[src/rtl/gate_truth_scanner.sv]
// Truth-table scanner: walks vec through all 2^N_IN codes, samples a built-in gate
// or ext_y after each dwell, and compares the table. Optional err_cnt via GTS_ERRCNT_EN.
module gate_truth_scanner #(
  parameter int N_IN  = 2,
  parameter int DWELL = 4
) (
  input  logic                   clk,
  input  logic                   rst_n,
  input  logic                   start,
  input  logic                   abort,
  input  logic [2:0]             op,
  input  logic [(1<<N_IN)-1:0]   expected,
  input  logic                   ext_y,
  output logic [N_IN-1:0]        vec,
  output logic                   busy,
  output logic                   done,
  output logic                   pass,
  output logic [(1<<N_IN)-1:0]   table_out,
  output logic [7:0]             err_cnt
);

  localparam int TW = 1 << N_IN;

  localparam logic [1:0] S_IDLE = 2'd0;
  localparam logic [1:0] S_RUN  = 2'd1;
  localparam logic [1:0] S_DONE = 2'd2;

  localparam logic [7:0]      DWELL_LAST = 8'(DWELL - 1);
  localparam logic [N_IN-1:0] VEC_MAX    = '1;
  localparam logic [N_IN-1:0] VEC_ONE    = 1;

  logic [1:0]      state_q, state_d;
  logic [7:0]      dwell_q, dwell_d;
  logic [N_IN-1:0] vec_q, vec_d;
  logic [TW-1:0]   table_q, table_d;
  logic [TW-1:0]   exp_q, exp_d;
  logic [2:0]      op_q, op_d;
  logic            pass_q, pass_d;

  logic            y;
  logic [TW-1:0]   sampled_table;
  logic            accept;
  logic            sample_now;
  logic            last_sample;

  always_comb begin
    y = 1'b0;
    case (op_q)
      3'b000:  y = ~&vec_q;
      3'b001:  y = ~|vec_q;
      3'b010:  y = &vec_q;
      3'b011:  y = |vec_q;
      3'b100:  y = ^vec_q;
      3'b101:  y = ~^vec_q;
      3'b110:  y = ~vec_q[0];
      default: y = ext_y;
    endcase
  end

  // Table as it would look after writing the current sample; feeds both the
  // stored table and the final comparison so pass is valid alongside done.
  always_comb begin
    sampled_table        = table_q;
    sampled_table[vec_q] = y;
  end

  assign accept      = (state_q == S_IDLE) && start && !abort;
  assign sample_now  = (state_q == S_RUN) && !abort && (dwell_q == DWELL_LAST);
  assign last_sample = sample_now && (vec_q == VEC_MAX);

  always_comb begin
    state_d = state_q;
    dwell_d = dwell_q;
    vec_d   = vec_q;
    table_d = table_q;
    exp_d   = exp_q;
    op_d    = op_q;
    pass_d  = pass_q;
    case (state_q)
      S_IDLE: begin
        if (accept) begin
          op_d    = op;
          exp_d   = expected;
          table_d = '0;
          pass_d  = 1'b0;
          vec_d   = '0;
          dwell_d = '0;
          state_d = S_RUN;
        end
      end
      S_RUN: begin
        if (abort) begin
          pass_d  = 1'b0;
          state_d = S_IDLE;
        end else if (sample_now) begin
          dwell_d = '0;
          table_d = sampled_table;
          if (last_sample) begin
            pass_d  = (sampled_table == exp_q);
            state_d = S_DONE;
          end else begin
            vec_d = vec_q + VEC_ONE;
          end
        end else begin
          dwell_d = dwell_q + 8'd1;
        end
      end
      S_DONE:  state_d = S_IDLE;
      default: state_d = S_IDLE;
    endcase
  end

  always_ff @(posedge clk or negedge rst_n) begin
    if (!rst_n) begin
      state_q <= S_IDLE;
      dwell_q <= '0;
      vec_q   <= '0;
      table_q <= '0;
      exp_q   <= '0;
      op_q    <= '0;
      pass_q  <= 1'b0;
    end else begin
      state_q <= state_d;
      dwell_q <= dwell_d;
      vec_q   <= vec_d;
      table_q <= table_d;
      exp_q   <= exp_d;
      op_q    <= op_d;
      pass_q  <= pass_d;
    end
  end

`ifdef GTS_ERRCNT_EN
  logic [7:0] err_q, err_d, pop;

  // Saturating popcount of mismatching bits in the final table.
  always_comb begin
    pop = '0;
    for (int i = 0; i < TW; i++) begin
      if ((sampled_table[i] != exp_q[i]) && (pop != 8'hFF)) pop = pop + 8'd1;
    end
  end

  always_comb begin
    err_d = err_q;
    if (accept)           err_d = '0;
    else if (last_sample) err_d = pop;
  end

  always_ff @(posedge clk or negedge rst_n) begin
    if (!rst_n) err_q <= '0;
    else        err_q <= err_d;
  end

  assign err_cnt = err_q;
`else
  assign err_cnt = 8'd0;
`endif

  assign vec       = vec_q;
  assign busy      = (state_q != S_IDLE);
  assign done      = (state_q == S_DONE);
  assign pass      = pass_q;
  assign table_out = table_q;

endmodule

[config.mk]
export PLATFORM = sky130hd
export DESIGN_NAME = gate_truth_scanner
export DESIGN_NICKNAME = d
export VERILOG_FILES = /design/src/rtl/gate_truth_scanner.sv
export SDC_FILE = /design/constraint.sdc
export NUM_CORES = 1
export LEC_CHECK = 0
export CELL_PAD_IN_SITES_DETAIL_PLACEMENT = 1
export CELL_PAD_IN_SITES_GLOBAL_PLACEMENT = 2
export CORE_MARGIN = 4
export CORE_UTILIZATION = 31
export DETAILED_ROUTE_END_ITERATION = 16
export GPL_TIMING_DRIVEN = 0
export PLACE_DENSITY = 0.77
export SETUP_SLACK_MARGIN = 0.3
export SLEW_MARGIN = 10
export SYNTH_ARGS = -nofsm -noshare
export SYNTH_HDL_FRONTEND = slang
export SYNTH_SLANG_ARGS = --single-unit
[constraint.sdc]
create_clock -name clk -period 2.8 [get_ports clk]
set_input_delay 0.7 -clock clk [delete_from_list [all_inputs] [get_ports clk]]
set_output_delay 0.7 -clock clk [all_outputs]
set_load 0.01 [all_outputs]
==> summary.md <==
| Metric | Value |
|---|---|
| Worst path cell trace | or4_1, or3_4, a2111oi_4, buf_4, o21ai_1, a32o_1 |
| Vias in the first global route | 1288 |
| Relative slew slack | 61.5% |
| Num rows | 24 |
| Power Density | 573 nW/um^2 |
| Number of distinct library cells after synthesis | 41 |
| Status | finished clean |
| I/O pins | 29 |
| HP Class | primary input to asynchronous set/reset pin |
| Critical path's largest stage delay | 0.59 ns |
| Setup TNS | 0 ns |
| CTS root buf | clkbuf_8 |
| Dpl hpwl | 2760 um |
| Core area | 4410 um^2 |
| DR vias | 1192 |
| Largest net degree at the start of global routing | 25 |
| 1st-iter DRT viols | 46 |
| Final net count | 201 |
| CP Class | flop to flop |
| CP max-delay cell | or4_1 |
| Final worst-path cycle share | 83.0% |
| Async S/R FF share, synth | 100% |
| Max-cap violations | 0 |
| Fin Clk Skew | 0.0143 ns |
| #FFs+latches synth | 24 |
| Seq/Total Area, Yosys | 41.7% |
| Cell family with most CP delay | simple AND/OR/NAND/NOR gates |
| Share of layout cells above drive strength 1 | 15.3% |
| GRT Total Usage | 12.5% |
| Post-synth EDFFs | 0 |
| Setup violations, final | 0 |
| Layout Cells excl Fill | 235 |
| Pre-CTS setup slack | 0.232 ns |
| Slew Viols, Final | 0 |
| Die Y | 76.2 um |
| I/O Buffers | 20 |
| Synthesized instance count | 150 |
| Lkg Pwr | 0.807 nW |
| DRT antenna net count | 0 |
| Mean post-synth cell area | 9.60 um^2 |
| Die Area | 5800 um^2 |
| Final worst slack | 0.477 ns |
| TritonCTS Buffers | 3 |
| Crit Path Max Fanout | 6 |
| Critical Path RT | 2.97 ns |
| RSZ-0062 raised after global routing | no |
| Most used DFF post-synth | dfrtp_1 |
| CTS clk-pin slew, worst paths | 0.10 ns |
| First-pass GRT wire length | 6020 um |
| Area of the multi-input gates | 769 um^2 |
| Peak supply drop | 323 uV |
| DR vias/cell | 5.07 |
| Cell Count Post-Placement | 229 |
| Total Wirelength | 3460 um |
| Die Wd | 76.2 um |
| Initial Util | 32.6% |
| Initial antenna violation count | 0 |
| Max Fclk | 0.430 GHz |
| Hold violation total from the final report | 0 |
| Minimum clock period | 2.32 ns |
| Drt first pass iters | 4 |
| CP arrival | 2.49 ns |
| # clock sinks | 24 |
| Clk Latency, worst-skew pair | 0.28 ns |
| TritonCTS clock tree | yes |
| DRC | 0 |
| Area growth from synthesis to layout | 26.2% |
| YS warnings | 0 |
| Buffer and inverter count on the worst path | 1 |
| Drt wl/cell | 14.7 um |
| Register area | 601 um^2 |
| GRT Residual Overflow | 0 |
| H-Tree Depth | 1 |
| Final design area excluding fillers | 1820 um^2 |
| Tightest Pin Transition | 0.577 ns |
| Mapped cell area | 1440 um^2 |
| Placed Area | 1730 um^2 |
| Fillers | 504 |
| Routability Congestion | 0.763 |
| Crit path capture type | flop |
| Antenna cells | 0 |
| Max clock buf depth | 2 |
| Startpoint types | flop |
==> path summary, 6_finish.rpt <==
| check | from | endpoint | slack [ns] | depth (start not counted) |
|---|---|---|---|---|
| hold / removal | rst_n | table_out[0]$_DFFE_PN0P_ | 0.41 | 1 |
| setup reg to reg | dwell_q[3]$_DFFE_PN0P_ | table_out[0]$_DFFE_PN0P_ | 0.48 | 6 |
| min in group clk | dwell_q[7]$_DFFE_PN0P_ | dwell_q[7]$_DFFE_PN0P_ | 0.49 | 1 |
| hold reg to reg | dwell_q[7]$_DFFE_PN0P_ | dwell_q[7]$_DFFE_PN0P_ | 0.49 | 1 |
| setup / recovery | dwell_q[3]$_DFFE_PN0P_ | table_out[0]$_DFFE_PN0P_ | 0.48 | 6 |
| max in group asynchronous | rst_n | exp_q[2]$_DFFE_PN0P_ | 1.99 | 1 |
==> placed cells by master, fill, tap and decap left out, types with 2 or more instances in the layout <==
cell type	Yosys	routed
nand4_1	2	2
nand3_1	2	2
inv_1	10	10
o22ai_1	3	3
nor3_1	6	5
a21oi_1	3	3
clkbuf_8	0	3
mux2_2	4	4
clkdlybuf4s50_1	0	19
conb_1	1	8
nor2_1	8	8
o31ai_1	4	4
a32o_1	4	4
ha_1	5	5
xnor2_1	5	5
buf_4	8	10
and3_1	2	2
a21o_1	3	3
dfrtp_1	24	24
o21ai_1	4	4
xor2_1	5	5
nand2_1	13	13
nor2b_1	4	4
and3_2	2	2
o21ai_0	8	8
nand2b_1	3	3
==> sequential cells by signal, summed over array words and instances (netlist names) <==
name,flops
dwell_q,8
op_q,3
state_q,2
vec,2
table_out,4
pass,1
exp_q,4
==> per-stage QoR <==
stage          hold slack (ns)  total power, mW  utilization [%]
2_1_floorplan            0.404            0.635                -
3_3_place_gp             0.456            0.724             39.2
3_5_place_dp             0.473            0.740             39.2
4_1_cts                  0.492             1.06             41.2
5_1_grt                  0.447             1.11             41.2
6_report                 0.408             1.04             41.2
==> cell usage after synthesis, types with 4 or more instances <==
master	count	area share [%]
xor2_1	5	3.0
nor3_1	6	2.1
inv_1	10	2.6
a32o_1	4	2.8
dfrtp_1	24	42
ha_1	5	4.3
o21ai_1	4	1.4
xnor2_1	5	3.0
nand2_1	13	3.4
o21ai_0	8	2.8
nor2_1	8	2.1
buf_4	8	4.2
mux2_2	4	3.1
o31ai_1	4	2.1
nor2b_1	4	1.7
==> area by class of cell <==
class	instances	area share, %
multi-input combinational	114	42.3
sequential	24	33.0
timing repair buffer	22	11.6
tap	52	3.58
buffer	9	3.51
clock buffer	3	2.27
inverter	10	2.06
clock inverter	1	1.65
==> cell families after synthesis <==
group,after synthesis,share of synthesized area (%)
buf+inv,19,7.04
compound gates,36,18.4
mux,4,3.13
other cells,1,0.260
simple gates,51,19.0
flops,24,41.7
fa+ha+maj,5,4.34
xor+xnor,10,6.08
==> power by group <==
group,switching (mW),leakage (nW),internal (mW)
Clock,0.119,0.0357,0.191
Sequential,0.0453,0.317,0.386
Combinational,0.157,0.454,0.143
Total,0.321,0.807,0.720
==> per-layer routing <==
layer	part of all wire (%)	vias to the layer above	track usage, %
met5	0	-	0
li1	-	581	-
met4	0.90	0	2.45
met3	4.8	4	3.66
met2	51	26	21.8
met1	43	581	15.2
==> repair_timing <==
| item | in CTS | in global routing |
|---|---|---|
| hold buffers | 0 | 0 |
| gates resized for setup | 0 | 1 |
| setup buffers | 2 | 0 |
| pin swaps | 1 | 0 |
| endpoints found under the setup margin | 6 | 1 |
(Power assumes the default switching activity.)
==> patch 1 (same settings) <==
Register the inputs `start`, `abort`, `op`, `expected` and `ext_y` before use. The logic sees them one clock later.
--- a/src/rtl/gate_truth_scanner.sv
+++ b/src/rtl/gate_truth_scanner.sv
@@ -29,6 +29,20 @@
   localparam logic [N_IN-1:0] VEC_MAX    = '1;
   localparam logic [N_IN-1:0] VEC_ONE    = 1;
 
+  logic start_q;
+  logic abort_q;
+  logic [2:0] op_r;
+  logic [(1<<N_IN)-1:0] expected_q;
+  logic ext_y_q;
+
+  always_ff @(posedge clk) begin
+    start_q    <= start;
+    abort_q    <= abort;
+    op_r       <= op;
+    expected_q <= expected;
+    ext_y_q    <= ext_y;
+  end
+
   logic [1:0]      state_q, state_d;
   logic [7:0]      dwell_q, dwell_d;
   logic [N_IN-1:0] vec_q, vec_d;
@@ -53,7 +67,7 @@
       3'b100:  y = ^vec_q;
       3'b101:  y = ~^vec_q;
       3'b110:  y = ~vec_q[0];
-      default: y = ext_y;
+      default: y = ext_y_q;
     endcase
   end
 
@@ -64,8 +78,8 @@
     sampled_table[vec_q] = y;
   end
 
-  assign accept      = (state_q == S_IDLE) && start && !abort;
-  assign sample_now  = (state_q == S_RUN) && !abort && (dwell_q == DWELL_LAST);
+  assign accept      = (state_q == S_IDLE) && start_q && !abort_q;
+  assign sample_now  = (state_q == S_RUN) && !abort_q && (dwell_q == DWELL_LAST);
   assign last_sample = sample_now && (vec_q == VEC_MAX);
 
   always_comb begin
@@ -79,8 +93,8 @@
     case (state_q)
       S_IDLE: begin
         if (accept) begin
-          op_d    = op;
-          exp_d   = expected;
+          op_d    = op_r;
+          exp_d   = expected_q;
           table_d = '0;
           pass_d  = 1'b0;
           vec_d   = '0;
@@ -89,7 +103,7 @@
         end
       end
       S_RUN: begin
-        if (abort) begin
+        if (abort_q) begin
           pass_d  = 1'b0;
           state_d = S_IDLE;
         end else if (sample_now) begin
Behaviour: not the same (a bounded check fails within 4 cycles, from zero or initial values and one cycle with rst_n low).
==> patch 1 against the unedited design <==
- setup slack gained 0.049 ns
- count of clock-buffer cells in the layout grew 5
- cell area grew 9.2%
- area after synthesis grew 11%
- die area grew 9.5%
- routed wire length grew 3.6%
- critical path depth shrank 4
- worst hold slack lost 0.013 ns
- sequential share of layout area grew 7.3 points
- power grew 6.6%
- core utilization shrank 0.26 points
- sequential cell count grew 10
- maximum frequency grew 2.1%
- critical path type is now flop to primary output
==> patch 1: results (changes against the unedited design) <==
- H-tree depth: 2 (+1)
- Final wirelength: 3.59 mm (+3.6%)
- Worst path arrival time: 1.57 ns (-0.92 ns)
- Met3 Wirelength: 138 um (-16%)
- CTS buffer count: 5 (+2)
- Via count: 1237 (+3.8%)
- Pleak: 0.880 nW (+9.1%)
- Register-to-register path setup slack: 0.53 ns (+0.05 ns)
- CTS max path bufs: 2 (unchanged)
- CP Max Fanout: 7 (+1)
- Layout cells sized above 1: 11.4% (-3.9 points)
- Worst Skew: 0.00667 ns (-0.00767 ns)
- Total GRT Usage: 12.4% (-0.056 points)
- CP top delay family: flip-flops
- Final HPWL DP: 2.80 mm (+1.3%)
- Top area cells in the synthesized netlist: dfrtp_1, dfxtp_1, ha_1, buf_4, o21ai_0
- RePlAce Congestion: 0.802 (+5.1%)
- Seq/Total Area, Yosys: 50.3% (+8.6 points)
- Max incr delay on CP: 0.48 ns (-0.11 ns)
- YS warnings: 0 (unchanged)
- Library cells used by synthesis: 38 (-7.3%)
- First-pass GRT wire length: 6.03 mm (+0.12%)
- Worst VDD drop: 0.256 mV (-21%)
- Post-cts resize count: 0 (unchanged)
- Max reg flops: 8 (unchanged)
- FF-to-FF End: pass
- Largest net degree at the start of global routing: 25 (unchanged)
- Syn avg cell area: 10.1 um2 (+5.0%)
- Dpl cells: 252 (+10%)
- Max_slew headroom: 59.7% (-1.9 points)
- CP max-delay cell: dfrtp_1
- Clk pin slew, worst setup/hold paths: 0.06 ns (-0.04 ns)
- Non-filler cells, final: 260 (+11%)
- Synth cell count leaders: dfrtp_1, nand2_1, nor2_1, o21ai_0
- Vias in the first global route: 1257 (-2.4%)
- Clock root cell: clkbuf_8
- Async SR Flop Fraction: 70.6% (-29 points)
- Wl on met1: 1.51 mm (+0.33%)
- Number of nets in the layout: 209 (+4.0%)
- Worst R2R Path Depth: 8 (+2)
- Most flops, register: dwell_q
- Met2 Routed Length: 1.88 mm (+6.8%)
- Reg-to-reg startpoint: vec[0]
- Setup Fix Bufs, Post-CTS: 0 (-2)
- Status: finished clean
- Pre-CTS setup slack: 0.332 ns (+0.100 ns)
- Starting DRT DRC Count: 25 (-46%)
- Fill count: 565 (+12%)
## patch 1: how the worst max path moves through the flow
| stage | cells after the start | slack [ns] | endpoint | startpoint |
|---|---|---|---|---|
| 2_1_floorplan | 8 | 0.81 | pass | vec[0] |
| 3_3_place_gp | 8 | 0.46 | pass | vec[0] |
| 3_5_place_dp | 8 | 0.33 | pass | vec[0] |
| 4_1_cts | 8 | 0.32 | pass | vec[0] |
| 5_1_grt | 8 | 0.36 | pass | vec[0] |
| 6_report | 2 | 0.53 | busy | state_q[1] |
## patch 1: logic make-up (layout without fill, tap and decap cells)
| kind of cell | count (synthesis) | in the layout | synth area share [%] |
|---|---|---|---|
| adders and majority gates | 5 | 5 | 3.93 |
| other | 1 | 8 | 0.235 |
| DFF | 34 | 34 | 50.3 |
| AOI/OAI and AO/OA | 32 | 32 | 13.0 |
| and+or+nand+nor | 53 | 53 | 18.2 |
| xor gates and xnor gates | 9 | 9 | 4.95 |
| buffers and inverters | 20 | 48 | 6.60 |
| muxes | 4 | 4 | 2.83 |
## patch 1: through the flow
stage	hold slack (ns)	total power, mW	instance area [um2]
6_report	0.394	1.11	1980
3_5_place_dp	0.439	0.783	1900
2_1_floorplan	0.404	0.710	1620
3_3_place_gp	0.417	0.772	1900
4_1_cts	0.447	1.13	1980
5_1_grt	0.438	1.18	1980
## patch 1: power breakdown
part | internal, mW | switching, mW | leakage (nW)
clock | 0.176 | 0.163 | 0.0395
sequential | 0.531 | 0.0459 | 0.403
combinational | 0.0984 | 0.0963 | 0.437
## patch 1: area by class of cell
class | instances | area [um2] | share of cell area [%]
Buffer | 10 | 67.6 | 3.40
Clock buffer | 8 | 80.1 | 4.04
Inverter | 10 | 37.5 | 1.89
Multi-Input combinational cell | 111 | 719 | 36.3
Sequential cell | 34 | 801 | 40.4
Tap cell | 67 | 83.8 | 4.22
Timing Repair Buffer | 20 | 195 | 9.84
## patch 1: layer usage
| layer | up-vias | GRT usage [%] |
|---|---|---|
| li1 | 601 | - |
| met1 | 614 | 14.3 |
| met2 | 16 | 21.5 |
| met3 | 6 | 4.29 |
| met4 | 0 | 4.12 |
| met5 | - | 0 |
==> patch 2 (same flow settings) <==
Without the edit above. Build with the macro `GTS_ERRCNT_EN` defined.
--- a/src/rtl/gate_truth_scanner.sv
+++ b/src/rtl/gate_truth_scanner.sv
@@ -1,5 +1,7 @@
 // Truth-table scanner: walks vec through all 2^N_IN codes, samples a built-in gate
 // or ext_y after each dwell, and compares the table. Optional err_cnt via GTS_ERRCNT_EN.
+`define GTS_ERRCNT_EN
+
 module gate_truth_scanner #(
   parameter int N_IN  = 2,
   parameter int DWELL = 4
Formal check against the unedited RTL: same outputs for any inputs over 10 cycles, from zero or initial values and one cycle with rst_n low; that may be too few to reach the edited logic, so the function may still have changed.
==> patch 2 against the unedited design <==
- the flow now finishes with violations (negative setup slack)
- setup slack worse by 0.49 ns
- clock skew down 0.0091 ns
- cell area is 28% higher
- sequential cell count grew 4
- routed wire length rose by 33%
- area after synthesis increased by 11%
- core utilization rose by 6.7 points
Power is not compared: it rests on default switching activity, and its combinational part moved more than twofold at a synthesized area within 25%.
==> patch 2: results (changes against the unedited design) <==
- RePlAce Congestion: 0.776 (+1.7%)
- Signal buf overhead: 15.6% (+0.52 points)
- Non-clock buffers: 41 (+32%)
- Dpl cells: 267 (+17%)
- Wl on met1: 2.08 mm (+38%)
- Number of nets in the layout: 235 (+17%)
- Count of multi-input gates: 137 (+20%)
- Max incr delay on CP: 0.48 ns (-0.11 ns)
- GRT met1 Usage: 20.2% (+5.0 points)
- Setup crit end: err_cnt[2]
- Seq/Total Area, Yosys: 43.9% (+2.1 points)
- Post-cts resize count: 16 (+16)
- I/O Buffers: 24 (+20%)
- Synth Area in XOR/XNOR: 6.58% (+0.50 points)
- Sequential cell area share: 30.3% (-2.7 points)
- Library cells used by synthesis: 39 (-4.9%)
- Met2 Routed Length: 2.33 mm (+33%)
- Clock-cell share of area: 3.07% (-0.85 points)
- Post-Synth Adder-Cell Area: 5.48% (+1.1 points)
- Status: finished with violations
- Mux share of post-synthesis cell area: 0.705% (-2.4 points)
- # setup viols final: 1 (+1)
- Final worst setup slack: -0.0142 ns (-0.491 ns)
- Area of the multi-input gates: 1080 um2 (+40%)
- CP max-delay cell: or4_4
- Setup Fix Bufs, Post-CTS: 9 (+7)
- Vias in the first global route: 1501 (+17%)
- Via count: 1381 (+16%)
- CP Max Fanout: 4 (-2)
- Drt wl/cell: 16.3 um (+11%)
- Violated checks: negative setup slack
- Non-filler cells, final: 282 (+20%)
- Met2 Track Usage GR: 27.9% (+6.0 points)
- Post-synthesis compound-gate area fraction: 13.8% (-4.6 points)
- Worst hold slack: 0.438 ns (+0.0303 ns)
- Starting DRT DRC Count: 49 (+6.5%)
patch 2: power by group through the flow:
| stage | registers, mW | clock network (mW) | logic [mW] |
|---|---|---|---|
| 6_report | 0.479 | 0.330 | 0.738 |
| 5_1_grt | 0.486 | 0.367 | 0.796 |
| 4_1_cts | 0.478 | 0.343 | 0.640 |
| 3_5_place_dp | 0.485 | 0 | 0.423 |
| 3_3_place_gp | 0.482 | 0 | 0.408 |
| 2_1_floorplan | 0.476 | 0 | 0.310 |
patch 2: cells by family after synthesis:
family	count (synthesis)
multiplexers	1
adder cells (fa/ha/maj)	7
flip-flops	28
buffers and inverters	11
AO/OA/AOI/OAI	30
AND/OR/NAND/NOR	83
other	1
XOR/XNOR	12
patch 2: metrics by stage:
step	worst slack [ns]	TNS, ns
2_1_floorplan	0.0510	0
5_1_grt	-0.129	-0.237
3_5_place_dp	-0.602	-3.03
6_report	-0.0142	-0.0142
4_1_cts	-0.000261	-0.000261
3_3_place_gp	-0.523	-2.08
